--- config.mk ---
export PLATFORM = sky130hd
export DESIGN_NAME = multicycle_ctrl32_flat
export DESIGN_NICKNAME = d
export VERILOG_FILES = /design/src/rtl/mips32_pkg.sv /design/src/rtl/multicycle_ctrl32_if.sv /design/src/rtl/mem_wait_watchdog.sv /design/src/rtl/multicycle_ctrl32.sv /design/src/flat_wrapper.sv
export SDC_FILE = /design/constraint.sdc
export NUM_CORES = 1
export LEC_CHECK = 0
export CORE_UTILIZATION = 41
export CTS_CLUSTER_DIAMETER = 50
export DETAILED_ROUTE_END_ITERATION = 7
export PLACE_DENSITY = 0.81
export SYNTH_ARGS = -nofsm -noshare
export SYNTH_HDL_FRONTEND = slang
export SYNTH_HIERARCHICAL = 1
export SYNTH_SLANG_ARGS = --single-unit
--- constraint.sdc ---
create_clock -name clock -period 1.9 [get_ports clock]
set_clock_uncertainty 0.05 [all_clocks]
set_input_delay 0.285 -clock clock [delete_from_list [all_inputs] [get_ports clock]]
set_output_delay 0.285 -clock clock [all_outputs]
set_load 0.05 [all_outputs]
--- src/rtl/mips32_pkg.sv ---
// Shared definitions for the multi-cycle MIPS32 control path: state encoding,
// opcode/funct constants, mux encodings and the DECODE dispatch helper.
package mips32_pkg;

    typedef enum logic [3:0] {
        S_FETCH  = 4'd0,
        S_DECODE = 4'd1,
        S_EXEC_R = 4'd2,
        S_EXEC_I = 4'd3,
        S_WB_R   = 4'd4,
        S_WB_I   = 4'd5,
        S_ADDR   = 4'd6,
        S_MEM_RD = 4'd7,
        S_MEM_WR = 4'd8,
        S_WB_LW  = 4'd9,
        S_BRANCH = 4'd10,
        S_JUMP   = 4'd11,
        S_JAL    = 4'd12,
        S_JR     = 4'd13
    } state_e;

    localparam logic [5:0] OP_RTYPE  = 6'b000000;
    localparam logic [5:0] OP_LW     = 6'b100011;
    localparam logic [5:0] OP_SW     = 6'b101011;
    localparam logic [5:0] OP_BEQ    = 6'b000100;
    localparam logic [5:0] OP_BNE    = 6'b000101;
    localparam logic [5:0] OP_J      = 6'b000010;
    localparam logic [5:0] OP_JAL    = 6'b000011;
    localparam logic [2:0] OP_IMM_HI = 3'b001;
    localparam logic [5:0] FN_JR     = 6'b001000;

    localparam logic [1:0] PCS_ALU    = 2'b00;
    localparam logic [1:0] PCS_ALUOUT = 2'b01;
    localparam logic [1:0] PCS_JUMP   = 2'b10;
    localparam logic [1:0] PCS_RS     = 2'b11;

    localparam logic [1:0] ALUB_RT     = 2'b00;
    localparam logic [1:0] ALUB_FOUR   = 2'b01;
    localparam logic [1:0] ALUB_IMM    = 2'b10;
    localparam logic [1:0] ALUB_IMM_SH = 2'b11;

    localparam logic [1:0] ALUOP_ADD   = 2'b00;
    localparam logic [1:0] ALUOP_SUB   = 2'b01;
    localparam logic [1:0] ALUOP_FUNCT = 2'b10;

    // S_FETCH as a result means the opcode is unsupported.
    function automatic state_e decode_next(input logic [5:0] op, input logic [5:0] fn);
        state_e nxt;
        if ((op == OP_RTYPE) && (fn == FN_JR)) begin
            nxt = S_JR;
        end else if (op == OP_RTYPE) begin
            nxt = S_EXEC_R;
        end else if (op[5:3] == OP_IMM_HI) begin
            nxt = S_EXEC_I;
        end else begin
            case (op)
                OP_LW, OP_SW:   nxt = S_ADDR;
                OP_BEQ, OP_BNE: nxt = S_BRANCH;
                OP_J:           nxt = S_JUMP;
                OP_JAL:         nxt = S_JAL;
                default:        nxt = S_FETCH;
            endcase
        end
        return nxt;
    endfunction

endpackage

--- src/rtl/multicycle_ctrl32_if.sv ---
// Shared instruction/data memory port: request/ready handshake plus access qualifiers.
interface multicycle_ctrl32_if;
    logic mem_req;
    logic mem_ready;
    logic MemWrite;
    logic IorD;

    modport master (output mem_req, output MemWrite, output IorD, input mem_ready);
    modport slave  (input mem_req, input MemWrite, input IorD, output mem_ready);
endinterface

--- src/rtl/mem_wait_watchdog.sv ---
// Counts consecutive cycles a memory request waits for ready; raises a sticky
// error once the wait reaches TMO cycles (TMO = 0 disables the error).
module mem_wait_watchdog #(
    parameter int TMO_W = 8,
    parameter int TMO   = 200
) (
    input  logic clock,
    input  logic resetn,
    input  logic waiting_i,
    output logic mem_err_o
);
    localparam logic [TMO_W-1:0] TMO_M1  = (TMO == 0) ? '0 : TMO_W'(TMO - 1);
    localparam logic [TMO_W-1:0] CNT_MAX = '1;

    logic [TMO_W-1:0] cnt_q, cnt_d;
    logic             err_q, err_d;

    // Next count and error: saturating count while waiting, flag set on the TMO-th wait cycle.
    always_comb begin
        cnt_d = cnt_q;
        err_d = err_q;
        if (waiting_i) begin
            if (cnt_q != CNT_MAX) begin
                cnt_d = cnt_q + 1'b1;
            end else begin
                cnt_d = cnt_q;
            end
            if ((TMO != 0) && (cnt_q >= TMO_M1)) begin
                err_d = 1'b1;
            end else begin
                err_d = err_q;
            end
        end else begin
            cnt_d = '0;
        end
    end

    // Counter and sticky flag registers.
    always_ff @(posedge clock or negedge resetn) begin
        if (!resetn) begin
            cnt_q <= '0;
            err_q <= 1'b0;
        end else begin
            cnt_q <= cnt_d;
            err_q <= err_d;
        end
    end

    assign mem_err_o = err_q;
endmodule

--- src/rtl/multicycle_ctrl32.sv ---
// Multi-cycle MIPS32 sequencer: steps each instruction through fetch/decode/execute/
// memory/write-back and drives the datapath controls from the current state.
module multicycle_ctrl32
    import mips32_pkg::*;
#(
    parameter int TMO_W = 8,
    parameter int TMO   = 200
) (
    input  logic                clock,
    input  logic                resetn,
    multicycle_ctrl32_if.master mem,
    input  logic [5:0]          Opcode,
    input  logic [5:0]          Function_opcode,
    output logic                IRWrite,
    output logic                PCWrite,
    output logic                PCWriteCond,
    output logic                nBranch,
    output logic [1:0]          PCSource,
    output logic                ALUSrcA,
    output logic [1:0]          ALUSrcB,
    output logic [1:0]          ALUOp,
    output logic                I_format,
    output logic                Sftmd,
    output logic                RegWrite,
    output logic                RegDST,
    output logic                MemtoReg,
    output logic                Jal,
    output logic                instr_done,
    output logic                illegal_op,
    output logic                mem_err
);
    state_e state_q, state_d;
    state_e dec_next_s;
    logic   run_q;
    logic   is_sw_q, is_sw_d;
    logic   mem_req_s, mem_write_s, iord_s;

    // run_q holds everything quiet for the first cycle after reset release.
    always_ff @(posedge clock or negedge resetn) begin
        if (!resetn) begin
            state_q <= S_FETCH;
            run_q   <= 1'b0;
            is_sw_q <= 1'b0;
        end else begin
            state_q <= state_d;
            run_q   <= 1'b1;
            is_sw_q <= is_sw_d;
        end
    end

    // Instruction class seen in DECODE.
    always_comb begin
        dec_next_s = decode_next(Opcode, Function_opcode);
    end

    // Next-state logic; lw/sw choice is latched in DECODE since ADDR ignores the opcode.
    always_comb begin
        state_d = state_q;
        is_sw_d = is_sw_q;
        case (state_q)
            S_FETCH:  state_d = (run_q && mem.mem_ready) ? S_DECODE : S_FETCH;
            S_DECODE: begin
                state_d = dec_next_s;
                is_sw_d = (Opcode == OP_SW);
            end
            S_EXEC_R: state_d = S_WB_R;
            S_EXEC_I: state_d = S_WB_I;
            S_ADDR:   state_d = is_sw_q ? S_MEM_WR : S_MEM_RD;
            S_MEM_RD: state_d = mem.mem_ready ? S_WB_LW : S_MEM_RD;
            S_MEM_WR: state_d = mem.mem_ready ? S_FETCH : S_MEM_WR;
            S_WB_R, S_WB_I, S_WB_LW, S_BRANCH, S_JUMP, S_JAL, S_JR: state_d = S_FETCH;
            default:  state_d = S_FETCH;
        endcase
    end

    // Output decode; only fetch strobes and the store's done pulse look at mem_ready.
    always_comb begin
        mem_req_s   = 1'b0;
        mem_write_s = 1'b0;
        iord_s      = 1'b0;
        IRWrite     = 1'b0;
        PCWrite     = 1'b0;
        PCWriteCond = 1'b0;
        nBranch     = 1'b0;
        PCSource    = PCS_ALU;
        ALUSrcA     = 1'b0;
        ALUSrcB     = ALUB_RT;
        ALUOp       = ALUOP_ADD;
        I_format    = 1'b0;
        Sftmd       = 1'b0;
        RegWrite    = 1'b0;
        RegDST      = 1'b0;
        MemtoReg    = 1'b0;
        Jal         = 1'b0;
        instr_done  = 1'b0;
        illegal_op  = 1'b0;
        case (state_q)
            S_FETCH: begin
                mem_req_s = run_q;
                ALUSrcB   = run_q ? ALUB_FOUR : ALUB_RT;
                IRWrite   = run_q & mem.mem_ready;
                PCWrite   = run_q & mem.mem_ready;
            end
            S_DECODE: begin
                ALUSrcB    = ALUB_IMM_SH;
                illegal_op = (dec_next_s == S_FETCH);
                instr_done = (dec_next_s == S_FETCH);
            end
            S_EXEC_R: begin
                ALUSrcA = 1'b1;
                ALUOp   = ALUOP_FUNCT;
                Sftmd   = ~Function_opcode[5];
            end
            S_EXEC_I: begin
                ALUSrcA  = 1'b1;
                ALUSrcB  = ALUB_IMM;
                ALUOp    = ALUOP_FUNCT;
                I_format = 1'b1;
            end
            S_WB_R: begin
                RegWrite   = 1'b1;
                RegDST     = 1'b1;
                instr_done = 1'b1;
            end
            S_WB_I: begin
                RegWrite   = 1'b1;
                instr_done = 1'b1;
            end
            S_ADDR: begin
                ALUSrcA = 1'b1;
                ALUSrcB = ALUB_IMM;
            end
            S_MEM_RD: begin
                mem_req_s = 1'b1;
                iord_s    = 1'b1;
            end
            S_MEM_WR: begin
                mem_req_s   = 1'b1;
                iord_s      = 1'b1;
                mem_write_s = 1'b1;
                instr_done  = mem.mem_ready;
            end
            S_WB_LW: begin
                RegWrite   = 1'b1;
                MemtoReg   = 1'b1;
                instr_done = 1'b1;
            end
            S_BRANCH: begin
                ALUSrcA     = 1'b1;
                ALUOp       = ALUOP_SUB;
                PCWriteCond = 1'b1;
                PCSource    = PCS_ALUOUT;
                nBranch     = (Opcode == OP_BNE);
                instr_done  = 1'b1;
            end
            S_JUMP: begin
                PCWrite    = 1'b1;
                PCSource   = PCS_JUMP;
                instr_done = 1'b1;
            end
            S_JAL: begin
                PCWrite    = 1'b1;
                PCSource   = PCS_JUMP;
                RegWrite   = 1'b1;
                Jal        = 1'b1;
                instr_done = 1'b1;
            end
            S_JR: begin
                PCWrite    = 1'b1;
                PCSource   = PCS_RS;
                instr_done = 1'b1;
            end
            default: begin
                mem_req_s = 1'b0;
            end
        endcase
    end

    assign mem.mem_req  = mem_req_s;
    assign mem.MemWrite = mem_write_s;
    assign mem.IorD     = iord_s;

    mem_wait_watchdog #(
        .TMO_W (TMO_W),
        .TMO   (TMO)
    ) u_wdog (
        .clock     (clock),
        .resetn    (resetn),
        .waiting_i (mem_req_s & ~mem.mem_ready),
        .mem_err_o (mem_err)
    );
endmodule
--- src/flat_wrapper.sv ---
// flat-port wrapper written by rule: the top's interface ports become plain ports
module multicycle_ctrl32_flat import mips32_pkg::*;
#(
    parameter int TMO_W = 8,
    parameter int TMO   = 200
)
  (clock, resetn, Opcode, Function_opcode, IRWrite, PCWrite, PCWriteCond, nBranch, PCSource, ALUSrcA, ALUSrcB, ALUOp, I_format, Sftmd, RegWrite, RegDST, MemtoReg, Jal, instr_done, illegal_op, mem_err, mem_mem_req, mem_MemWrite, mem_IorD, mem_mem_ready);
  multicycle_ctrl32_if mem_i ();
  input  logic clock;
  input  logic resetn;
  input  logic [5:0] Opcode;
  input  logic [5:0] Function_opcode;
  output logic IRWrite;
  output logic PCWrite;
  output logic PCWriteCond;
  output logic nBranch;
  output logic [1:0] PCSource;
  output logic ALUSrcA;
  output logic [1:0] ALUSrcB;
  output logic [1:0] ALUOp;
  output logic I_format;
  output logic Sftmd;
  output logic RegWrite;
  output logic RegDST;
  output logic MemtoReg;
  output logic Jal;
  output logic instr_done;
  output logic illegal_op;
  output logic mem_err;
  output wire logic [$bits(mem_i.mem_req)-1:0] mem_mem_req;
  output wire logic [$bits(mem_i.MemWrite)-1:0] mem_MemWrite;
  output wire logic [$bits(mem_i.IorD)-1:0] mem_IorD;
  input wire logic [$bits(mem_i.mem_ready)-1:0] mem_mem_ready;
  assign mem_mem_req = mem_i.mem_req;
  assign mem_MemWrite = mem_i.MemWrite;
  assign mem_IorD = mem_i.IorD;
  assign mem_i.mem_ready = mem_mem_ready;
  multicycle_ctrl32 #(.TMO_W(TMO_W), .TMO(TMO)) u_core (.clock(clock), .resetn(resetn), .mem(mem_i), .Opcode(Opcode), .Function_opcode(Function_opcode), .IRWrite(IRWrite), .PCWrite(PCWrite), .PCWriteCond(PCWriteCond), .nBranch(nBranch), .PCSource(PCSource), .ALUSrcA(ALUSrcA), .ALUSrcB(ALUSrcB), .ALUOp(ALUOp), .I_format(I_format), .Sftmd(Sftmd), .RegWrite(RegWrite), .RegDST(RegDST), .MemtoReg(MemtoReg), .Jal(Jal), .instr_done(instr_done), .illegal_op(illegal_op), .mem_err(mem_err));
endmodule
==> impl_metrics.csv <==
group,metric,value,unit
timing,finalHoldViolCount,0,
layout,ratio_of_cells_with_drive_above_1_in_the_final_layout,0.491,
synthesis,dominantRegCellSynth,"dfrtp_1",
place,placed_area,1980,um2
setup_path,setup.worst_path.end_class,"output port",
timing,grt_setup_unrepaired,"yes",
timing,finalCritPeriodShare,1.10,
cts,cts_inserted_buffers,3,
setup_path,rr_worst_depth,8,
place,dpl.hpwl,2770,um
run_status,run_status,"finished, violations left",
timing,finalWorstSetupSlack,-0.199,ns
synthesis,ys_warn_count,6,
cts,ctsHtreeMaxLevel,1,
detailed_routing,residual_drc,0,
synthesis,netlist_instances,144,
detailed_routing,antenna_violating_nets_post_route,0,
timing,relSlewSlack,0.543,
cts,clockBufferDepth,2,
setup_path,timing.setup.critical_path_class,"reg2out",
detailed_routing,detailedRoute.firstPassIterationCount,5,
layout,area.growth.synth_to_final,101,%
floorplan,initial_utilization,0.429,
synthesis,synthDistinctLibCells,45,
layout,final_cell_mix,"31 x buf_4, 21 x buf_12, 15 x dfrtp_1, 9 x clkdlybuf4s50_1, 9 x nor2_1",
setup_path,slowest_delay,0.41,ns
power,power-per-cell-area,469,nW/um2
grt,grt.overflow.total,0,
synthesis,async_flop_share,1.00,
grt,initial_antenna_violation_count,0,
timing,tightestPinTransition,0.683,ns
detailed_routing,via_per_inst,6.21,
timing,final-setup-viol-count,23,
setup_path,critical_path_depth,6,
setup_path,critical_path.top_delay_family,"flip-flops",
setup_path,critical_path_required,1.56,ns
setup_path,reg2reg_slack,-0.09,ns
setup_path,critical_path_top_delay_cell,"dfrtp_1",
setup_path,timing.critical_path.arrival,1.76,ns
timing,hold_ws,0.354,ns
floorplan,floorplan.die_area,3080,um2
synthesis,ys_seq_elements,15,
synthesis,synth_area_per_cell,8.14,um2
worst_hold_path,timing.hold.worst.class,"in2async",
synthesis,synth_edf_count,0,
cts,clkTransAtPathRegs,0.09,ns
grt,globalRouteTotalUtil,0.265,
cts,clock_latency_on_the_worst_skew_pair,0.29,ns
cts,root_buffer,"clkbuf_4",
floorplan,io_pins,38,
power,irDropWorstVdd,0.000559,V
run_status,violations,"negative setup slack",
timing,period_needed,2.10,ns
detailed_routing,dr_total_vias,1533,
synthesis,mappedNetlistArea,1170,um2
setup_path,critical_path.cell_chain,"buf_6, or2_4, nor2_4, o22a_1, o41ai_4, buf_12",
floorplan,die_x,55.5,um
cts,cts_tree,"built",
setup_path,setup.worst_path.start_class,"flop",
setup_path,worst_r2r_endpoint,"u_core/u_wdog/cnt_q[7]$_DFFE_PN0P_",
setup_path,critical_path.startpoint,"u_core/state_q[1]$_DFF_PN0_",
power,static-leakage-power,0.000997,uW
layout,insertedDiodeCount,0,
cts,cts.sinks,15,
grt,first_pass_grt_wire_length,6420,um
synthesis,syn_nets,160,
timing,achievable-frequency,477,MHz
place,place.port_buffers,37,
floorplan,rows,19,
flow_run,max_cap_violations,0,
detailed_routing,wire_per_inst,20.4,um
layout,fillCellCount,133,
floorplan,vertical_die_dimension,55.5,um
timing,tns,-1.64,ns
setup_path,worst_setup_path_endpoint,"instr_done",
setup_path,path_buf_inv,2,
synthesis,yosysSeqAreaShare,0.320,
place,placer_congestion,0.830,
grt,largest_net_degree_at_the_start_of_global_routing,16,
timing,final_max_slew_viol_count,0,
detailed_routing,detail_route.iter0.violations,130,
setup_path,rr_startpoint,"u_core/state_q[1]$_DFF_PN0_",
detailed_routing,drt_wl_total,5040,um
setup_path,critical_path.max_fanout,6,
layout,layout.cells.most_common,"buf_4",
layout,finalInstanceArea,2350,um2
layout,final_net_count,233,
grt,first_global_vias,1336,
floorplan,fp.coreArea,2730,um2
power,power.total,1100,uW
-- cell type report --
class	count	area, um2	share of cell area
Inverter	7	32.5	0.0138
Tap cell	31	38.8	0.0165
Clock buffer	4	26.3	0.0112
Timing Repair Buffer	76	907	0.385
Sequential cell	15	375	0.159
Multi-Input combinational cell	114	975	0.414
-- report_power, final --
group	switching, uW	internal [uW]	total, uW	leakage [uW]
clock network	105	81.7	186	0.0000150
logic	303	275	578	0.000777
registers	11.6	329	340	0.000205
total	419	686	1100	0.000997
-- registers in the layout, summed over array words and instances, names as in the netlist --
| signal | cells |
|---|---|
| u_core/u_wdog/cnt_q | 8 |
| u_core/state_q | 4 |
| u_core/is_sw_q | 1 |
| u_core/run_q | 1 |
| u_core/u_wdog/mem_err_o | 1 |
-- metal layers --
layer / share of wire / vias up / global-route usage
li1: - / 674 / -
met1: 0.35 / 721 / 0.310
met2: 0.53 / 105 / 0.489
met3: 0.063 / 33 / 0.0398
met4: 0.055 / 0 / 0.0857
met5: 0 / - / 0
-- timing repair --
item	4_1_cts	5_1_grt
setup buffers	4	15
pin swaps	5	7
gates resized for setup	40	19
hold buffers	0	0
gates cloned	0	1
setup endpoints to repair	16	14
-- synth_stat cells (2+ instances only) --
master    count  area, um2
nor2_1       18       67.6
dfrtp_1      15        375
o21ai_0      11       55.1
a21oi_1       7       35.0
inv_1         7       26.3
nand2_1       7       26.3
nand3_1       7       35.0
nor4_1        7       43.8
a31oi_1       4       25.0
and3_1        4       25.0
buf_2         4       20.0
clkbuf_1      4       15.0
mux2i_1       4       40.0
nand2b_1      4       25.0
nor3_1        4       20.0
and4_1        3       26.3
or3_1         3       18.8
and2_1        2       12.5
nor2b_1       2       12.5
xnor2_1       2       17.5
-- worst register-to-register path: cells and delay by family, from the launching register on --
kind                   cells  cell delay (ns)
AOI/OAI and AO/OA          2             0.38
buffers and inverters      3             0.45
DFF                        1             0.41
muxes                      1             0.16
and+or+nand+nor            2             0.46
-- cell families after synthesis --
kind of cell	after synthesis	share of synthesized area
muxes	5	0.0438
and+or+nand+nor	70	0.348
other	1	0.00320
AOI/OAI and AO/OA	34	0.201
xor gates and xnor gates	2	0.0149
adders and majority gates	1	0.0107
DFF	15	0.320
buffers and inverters	16	0.0587
-- how the worst min path moves through the flow --
stage	start	end	slack [ns]	depth (start not counted)
after global placement	u_core/u_wdog/mem_err_o$_DFFE_PN0P_	u_core/u_wdog/mem_err_o$_DFFE_PN0P_	0.41	1
after global routing	resetn	u_core/u_wdog/cnt_q[7]$_DFFE_PN0P_	0.39	1
after detailed placement	u_core/u_wdog/mem_err_o$_DFFE_PN0P_	u_core/u_wdog/mem_err_o$_DFFE_PN0P_	0.43	1
after CTS	resetn	u_core/u_wdog/cnt_q[2]$_DFFE_PN0P_	0.36	1
final	resetn	u_core/u_wdog/mem_err_o$_DFFE_PN0P_	0.35	1
after floorplan	resetn	u_core/is_sw_q$_DFFE_PN0P_	-0.06	0
-- per-stage QoR --
stage | cells | util | setup slack, ns
after floorplan | 144 | - | -0.165
after global placement | 223 | 0.723 | -0.229
after CTS | 231 | 0.785 | -0.219
after detailed placement | 223 | 0.723 | -0.326
after global routing | 247 | 0.861 | -0.208
final | 247 | 0.861 | -0.199
Power figures use the tool's default switching activity.
